[src/rtl/sa_buf_pkg.sv]
`default_nettype none
// +----------------------------------------------------------------------------+
// | Package  : sa_buf_pkg                                                      |
// | Purpose  : Shared defaults, widths and helpers for the pipe buffer slice   |
// | Revision : 1.0 - initial release                                           |
// +----------------------------------------------------------------------------+
package sa_buf_pkg;

  localparam int WIDTH_DEF = 32;
  localparam int LANES_DEF = 4;
  localparam int DEPTH_DEF = 4;

  // Bus widths for the default configuration.
  localparam int DATA_W  = LANES_DEF * WIDTH_DEF;
  localparam int ENTRY_W = DATA_W + LANES_DEF;

  // Ceiling log2; clog2(1) = 0.
  function automatic int clog2(input int value);
    int r;
    int v;
    r = 0;
    v = value - 1;
    while (v > 0) begin
      r = r + 1;
      v = v >> 1;
    end
    return r;
  endfunction

  // Pointer width, never narrower than one bit.
  function automatic int ptr_w(input int depth);
    return (clog2(depth) < 1) ? 1 : clog2(depth);
  endfunction

endpackage
`default_nettype wire

[src/rtl/sa_blkbox_pipe_buffer_if.sv]
`default_nettype none
// +----------------------------------------------------------------------------+
// | Interface: sa_blkbox_pipe_buffer_if                                        |
// | Purpose  : Valid/ready word stream carrying LANES-wide data plus lane mask |
// | Revision : 1.0 - initial release                                           |
// +----------------------------------------------------------------------------+
interface sa_blkbox_pipe_buffer_if #(
  parameter int DATA_W = sa_buf_pkg::DATA_W,
  parameter int LANES  = sa_buf_pkg::LANES_DEF
) ();

  logic              valid;
  logic              ready;
  logic [DATA_W-1:0] data;
  logic [LANES-1:0]  mask;

  // Producer side of the stream.
  modport master (
    output valid,
    output data,
    output mask,
    input  ready
  );

  // Consumer side of the stream.
  modport slave (
    input  valid,
    input  data,
    input  mask,
    output ready
  );

endinterface
`default_nettype wire

[src/rtl/sa_buf_regfile.sv]
`default_nettype none
// +----------------------------------------------------------------------------+
// | Module   : sa_buf_regfile                                                  |
// | Purpose  : DEPTH x ENTRY_W flop array, 1 sync write port, 1 async read     |
// | Revision : 1.0 - initial release                                           |
// +----------------------------------------------------------------------------+
module sa_buf_regfile
  import sa_buf_pkg::*;
#(
  parameter int DEPTH   = DEPTH_DEF,
  parameter int ENTRY_W = sa_buf_pkg::ENTRY_W,
  parameter int AW      = ptr_w(DEPTH)
) (
  input  wire logic               clk_i,
  input  wire logic               we_i,
  input  wire logic [AW-1:0]      waddr_i,
  input  wire logic [ENTRY_W-1:0] wdata_i,
  input  wire logic [AW-1:0]      raddr_i,
  output logic      [ENTRY_W-1:0] rdata_o
);

  // Storage is deliberately left unreset; readers mask it until written.
  logic [ENTRY_W-1:0] mem_q [DEPTH];

  // Write the addressed entry when enabled.
  always_ff @(posedge clk_i) begin
    if (we_i) begin
      mem_q[waddr_i] <= wdata_i;
    end
  end

  assign rdata_o = mem_q[raddr_i];

endmodule
`default_nettype wire

[src/rtl/sa_blkbox_pipe_buffer.sv]
`default_nettype none
// +----------------------------------------------------------------------------+
// | Module   : sa_blkbox_pipe_buffer                                           |
// | Purpose  : Multi-lane elastic FIFO buffer with lane mask, flush and count  |
// |            between systolic PE rows and I/O modules                        |
// | Revision : 1.0 - initial release                                           |
// +----------------------------------------------------------------------------+
module sa_blkbox_pipe_buffer
  import sa_buf_pkg::*;
#(
  parameter  int WIDTH = WIDTH_DEF,
  parameter  int LANES = LANES_DEF,
  parameter  int DEPTH = DEPTH_DEF,
  localparam int CNT_W = clog2(DEPTH + 1)
) (
  input  wire logic             clk_i,
  input  wire logic             rst_i,
  input  wire logic             flush_i,
  sa_blkbox_pipe_buffer_if.slave  in_s,
  sa_blkbox_pipe_buffer_if.master out_m,
  output logic      [CNT_W-1:0] count_o
);

  localparam int C_DW = LANES * WIDTH;
  localparam int C_EW = C_DW + LANES;
  localparam int C_PW = ptr_w(DEPTH);
  localparam logic [CNT_W-1:0] C_FULL_CNT = CNT_W'(DEPTH);
  localparam logic [C_PW-1:0]  C_LAST_PTR = C_PW'(DEPTH - 1);

  logic [C_PW-1:0]  wr_ptr_q, wr_ptr_d;
  logic [C_PW-1:0]  rd_ptr_q, rd_ptr_d;
  logic [CNT_W-1:0] count_q,  count_d;

  logic             w_in_ready;
  logic             w_out_valid;
  logic             w_push;
  logic             w_pop;
  logic             w_wr_en;
  logic [C_EW-1:0]  w_wr_entry;
  logic [C_EW-1:0]  w_rd_entry;
  logic [C_DW-1:0]  w_head_data;
  logic [LANES-1:0] w_head_mask;
  logic [LANES-1:0] w_out_mask;
  logic [C_DW-1:0]  w_out_data;

  // Wrap at DEPTH-1 so non-power-of-two depths work.
  function automatic logic [C_PW-1:0] f_inc_ptr(input logic [C_PW-1:0] p);
    return (p == C_LAST_PTR) ? '0 : p + 1'b1;
  endfunction

  // Handshake status comes only from the registered count, so in_ready
  // has no combinational dependency on out_ready.
  assign w_in_ready  = (count_q != C_FULL_CNT);
  assign w_out_valid = (count_q != '0);
  assign w_push      = in_s.valid & w_in_ready;
  assign w_pop       = w_out_valid & out_m.ready;

  // A flushed cycle drops the offered word.
  assign w_wr_en    = w_push & ~flush_i;
  assign w_wr_entry = {in_s.mask, in_s.data};

  // Next-state for pointers and occupancy; flush wins over push/pop.
  always_comb begin
    wr_ptr_d = wr_ptr_q;
    rd_ptr_d = rd_ptr_q;
    count_d  = count_q;
    if (flush_i) begin
      wr_ptr_d = '0;
      rd_ptr_d = '0;
      count_d  = '0;
    end else begin
      if (w_push) begin
        wr_ptr_d = f_inc_ptr(wr_ptr_q);
      end
      if (w_pop) begin
        rd_ptr_d = f_inc_ptr(rd_ptr_q);
      end
      case ({w_push, w_pop})
        2'b10:   count_d = count_q + 1'b1;
        2'b01:   count_d = count_q - 1'b1;
        default: count_d = count_q;
      endcase
    end
  end

  // Pointer and occupancy registers, cleared asynchronously.
  always_ff @(posedge clk_i or posedge rst_i) begin
    if (rst_i) begin
      wr_ptr_q <= '0;
      rd_ptr_q <= '0;
      count_q  <= '0;
    end else begin
      wr_ptr_q <= wr_ptr_d;
      rd_ptr_q <= rd_ptr_d;
      count_q  <= count_d;
    end
  end

  sa_buf_regfile #(
    .DEPTH   (DEPTH),
    .ENTRY_W (C_EW),
    .AW      (C_PW)
  ) u_regfile (
    .clk_i   (clk_i),
    .we_i    (w_wr_en),
    .waddr_i (wr_ptr_q),
    .wdata_i (w_wr_entry),
    .raddr_i (rd_ptr_q),
    .rdata_o (w_rd_entry)
  );

  assign w_head_data = w_rd_entry[C_DW-1:0];
  assign w_head_mask = w_rd_entry[C_EW-1:C_DW];

  // Gating by out_valid keeps never-written storage off the bus.
  assign w_out_mask = w_out_valid ? w_head_mask : '0;

  for (genvar g = 0; g < LANES; g++) begin : g_lane
    assign w_out_data[g*WIDTH +: WIDTH] =
      w_out_mask[g] ? w_head_data[g*WIDTH +: WIDTH] : '0;
  end

  assign in_s.ready  = w_in_ready;
  assign out_m.valid = w_out_valid;
  assign out_m.data  = w_out_data;
  assign out_m.mask  = w_out_mask;
  assign count_o     = count_q;

endmodule
`default_nettype wire

[src/flat_wrapper.sv]
// flat-port wrapper written by rule: the top's interface ports become plain ports
module sa_blkbox_pipe_buffer_flat import sa_buf_pkg::*;
#(
  parameter  int WIDTH = WIDTH_DEF,
  parameter  int LANES = LANES_DEF,
  parameter  int DEPTH = DEPTH_DEF,
  localparam int CNT_W = clog2(DEPTH + 1)
)
  (clk_i, rst_i, flush_i, count_o, in_s_valid, in_s_data, in_s_mask, in_s_ready, out_m_valid, out_m_data, out_m_mask, out_m_ready);
  sa_blkbox_pipe_buffer_if #(.DATA_W(((32) * (4))), .LANES(LANES)) in_s_i ();
  sa_blkbox_pipe_buffer_if #(.DATA_W(((32) * (4))), .LANES(LANES)) out_m_i ();
  input  wire logic clk_i;
  input  wire logic rst_i;
  input  wire logic flush_i;
  output logic      [CNT_W-1:0] count_o;
  input wire logic [$bits(in_s_i.valid)-1:0] in_s_valid;
  input wire logic [$bits(in_s_i.data)-1:0] in_s_data;
  input wire logic [$bits(in_s_i.mask)-1:0] in_s_mask;
  output wire logic [$bits(in_s_i.ready)-1:0] in_s_ready;
  output wire logic [$bits(out_m_i.valid)-1:0] out_m_valid;
  output wire logic [$bits(out_m_i.data)-1:0] out_m_data;
  output wire logic [$bits(out_m_i.mask)-1:0] out_m_mask;
  input wire logic [$bits(out_m_i.ready)-1:0] out_m_ready;
  assign in_s_i.valid = in_s_valid;
  assign in_s_i.data = in_s_data;
  assign in_s_i.mask = in_s_mask;
  assign in_s_ready = in_s_i.ready;
  assign out_m_valid = out_m_i.valid;
  assign out_m_data = out_m_i.data;
  assign out_m_mask = out_m_i.mask;
  assign out_m_i.ready = out_m_ready;
  sa_blkbox_pipe_buffer #(.WIDTH(WIDTH), .LANES(LANES), .DEPTH(DEPTH)) u_core (.clk_i(clk_i), .rst_i(rst_i), .flush_i(flush_i), .in_s(in_s_i), .out_m(out_m_i), .count_o(count_o));
endmodule
[config.mk]
export PLATFORM = sky130hd
export DESIGN_NAME = sa_blkbox_pipe_buffer_flat
export DESIGN_NICKNAME = d
export VERILOG_FILES = /design/src/rtl/sa_buf_pkg.sv /design/src/rtl/sa_blkbox_pipe_buffer_if.sv /design/src/rtl/sa_buf_regfile.sv /design/src/rtl/sa_blkbox_pipe_buffer.sv /design/src/flat_wrapper.sv
export SDC_FILE = /design/constraint.sdc
export NUM_CORES = 1
export LEC_CHECK = 0
export CORE_MARGIN = 10
export CORE_UTILIZATION = 50
export CTS_CLUSTER_DIAMETER = 100
export DETAILED_ROUTE_END_ITERATION = 8
export GPL_TIMING_DRIVEN = 0
export PLACE_DENSITY = 0.74
export SLEW_MARGIN = 20
export SYNTH_ARGS = -nofsm -noshare
export SYNTH_HDL_FRONTEND = slang
export SYNTH_SLANG_ARGS = --single-unit
[constraint.sdc]
create_clock -name clk_i -period 5.4 [get_ports clk_i]
set_input_delay 1.08 -clock clk_i [delete_from_list [all_inputs] [get_ports clk_i]]
set_output_delay 1.08 -clock clk_i [all_outputs]
set_load 0.02 [all_outputs]
==> run metrics <==
Slew Limit Fails=0; H-tree levels=2; Slowest-stage cell, CP=clkdlybuf4s50_1; yosys warns=0; Worst Tran Pin Value=649 ps; main combinational cell family by area after synthesis=multiplexers; Rows=74; Final Skew=between 15 and 20 ps; Tot GR Track Use=18.5%; crit path DAT=around 3500 ps; Clock transition at path regs=60 ps; asr flop ratio synth=under 10%; Non-Filler Instances=1833; CP max stage delay=around 630 ps; pin count of the biggest net entering global routing=45; Die Y=between 200 and 250 um; drc violations=0; worst-case clock buffer depth=3; CTS tree=done; GP Congestion=0.726; EDFF count, synth=~530; synthesized area per cell=22.4 um2; antenna violations before repair=8; gr ovfl total=0; hold crit path type=register to register; Leak=around 8.7 nW; met3 usage in global routing=under 10%; top cell type's share of synthesized area=76.8%; met1 usage=23.9%; commonest register cell after synthesis=edfxtp_1; starting density of the core=50.5%; P&R area growth vs syn=26.1%; synthesized cell area=20600 um2; share of layout cells above drive strength 1=20.0%; Hold Vio Cnt, Final=0; ranking of synthesized cells by area=edfxtp_1 (77%), mux4_2 (14%), and3_1 (3.9%); core area=40800 um2; CTS resizes=0; clk sink count=535; Worst setup EP type=output pin; PD cells=between 300 and 400 nW/um2; M2 GR Usage=30.7%; Ports=274; RSZ-0062 raised after global routing=false; final antenna-violating net count=0; Fin Hold WS=598 ps; Period minus WS final=around 4500 ps; GRT busiest layer=met2; status=finished clean; IO buf count=272; clock latency on the worst-skew pair=580 ps; f_max=0.220 GHz; hold-fix buffers at CTS=0; CP dominant cell by count=buf_2; final period utilization=84.1%; Post-layout nets=1402; CP Class=register to output pin; max_cap viols=0; Post-CTS Setup Bufs=0; root buffer cell=clkbuf_16; final core utilization=63.7%; register bit total from synthesis=535; clock buffer count from CTS=53; sequential area share after synthesis=77.7%; die width=223 um; post-synthesis adder-cell area fraction=less than 1%; first-pass GRT wire length=70200 um; Vias/cell=5.67; Worst EP required=4320 ps; DP Wirelength=approximately 30000 um; dpl ws=around 1400 ps; Gate Count Post-Synth=920; critical-path cell list=or3_1 -> buf_2 -> buf_2 -> clkbuf_1 -> and3_1 -> clkdlybuf4s50_1; number of setup violations in the final report=0; vias in the first global route=11100; XOR/XNOR share of the synthesized area=0.0424%; die area=49800 um2; unique cell type count in the Yosys netlist=30; DR WL/cell=25.4 um; post-synth top area cell=edfxtp_1; maximum net fanout on the critical path=10; DR pass1 iterations=5; CP Launch Type=register; worst vdd ir=0.000433 V; mux cell area share after synthesis=about 14%; Overall Power=0.00990 W; Starting DRT DRC Count=897; Filler Cell Count=~2800; Rel. slew slack=56.8%; total number of vias=10400; PnR worst setup slack=between 800 and 900 ps; simple-gate share of the synthesized area=under 10%; Synth Area in Compound Gates=less than 1%; Synth Net Count=between 1000 and 1500; DP Cell Count=1736; total length of routed wires=46600 um
==> cells by family after synthesis <==
family / Yosys count
buffers and inverters: 67
DFF: 535
AOI/OAI and AO/OA: 12
xor gates and xnor gates: 1
muxes: 133
adders and majority gates: 6
and+or+nand+nor: 166
==> worst paths after layout <==
path | from | endpoint | slack, ps | cells after the start
worst min register to register | u_core.wr_ptr_q[1] | u_core.wr_ptr_q[1] | 600 | 2
worst min-delay path | u_core.wr_ptr_q[1] | u_core.wr_ptr_q[1] | 600 | 2
worst max-delay path | u_core.count_o[1] | out_m_data[7] | 860 | 6
min in group asynchronous | rst_i | u_core.wr_ptr_q[1] | 770 | 2
max in group asynchronous | rst_i | u_core.wr_ptr_q[0] | 4420 | 2
worst max register to register | u_core.count_o[0] | u_core.u_regfile.mem_q[3][91] | 2740 | 6
==> Yosys cell counts (all sizes together), types with 2 or more instances <==
cell and n:
inv 7, buf 33, nand3 5, edfxtp 528
ha 5, nor2 7, dfrtp 7, mux4 132
or3 4, and3 129, nand2 12, and2 4
o21ai 3, clkbuf 27, or3b 2, a21oi 5
==> power by group <==
group	internal (W)	switching (W)
registers	0.00470	0.0000350
clock network	0.00209	0.00146
logic	0.000767	0.000847
total	0.00755	0.00234
==> critical path, delay by kind of cell (launching register included) <==
kind	cells	cell delay (ps)
buf+inv	4	1870
flops	1	540
simple gates	2	450
==> layout make-up <==
class | instances | area, um2 | share of cell area [%]
well taps | 532 | 666 | 2.56
plain buffers | 60 | 444 | 1.71
flip-flops and latches | 535 | 16000 | 61.6
diodes | 4 | 10.0 | 0.0385
inverters | 7 | 26.3 | 0.101
clock inverters | 31 | 282 | 1.08
repair buffers | 284 | 3020 | 11.6
multi-input cells | 318 | 4150 | 15.9
clock buffers | 62 | 1400 | 5.39
==> routing by layer <==
metal | share of wire, % | up-vias
li1 | - | 4553
met1 | 40 | 5453
met2 | 51 | 313
met3 | 6.3 | 67
met4 | 2.0 | 6
met5 | 0.092 | -
==> cell usage in the layout, fill, tap and decap left out, types with 5 or more instances in the layout <==
master / synthesis / routed
buf_2: 17 / 17
buf_16: 0 / 8
mux4_2: 132 / 132
ha_1: 5 / 5
buf_12: 11 / 15
and3_1: 129 / 129
edfxtp_1: 528 / 528
nand2_1: 12 / 12
clkinv_1: 0 / 9
nand3_1: 5 / 5
a21oi_1: 5 / 5
clkbuf_16: 0 / 55
bufinv_16: 0 / 5
inv_1: 7 / 7
clkbuf_1: 27 / 34
dfrtp_1: 7 / 7
clkinv_2: 0 / 13
clkdlybuf4s50_1: 0 / 272
nor2_1: 7 / 7
==> registers in the layout, indices dropped and copies added, names as in the netlist <==
signal,count
u_core.wr_ptr_q,2
u_core.rd_ptr_q,2
u_core.count_o,3
u_core.u_regfile.mem_q,528
==> metrics by stage <==
step	setup TNS, ps	area, um2
final	0	26000
after global routing	0	26000
after CTS	0	26000
after detailed placement	0	24300
after global placement	-1567140	24000
after floorplan	0	20600
No activity file was read; power rests on OpenSTA's default activity.
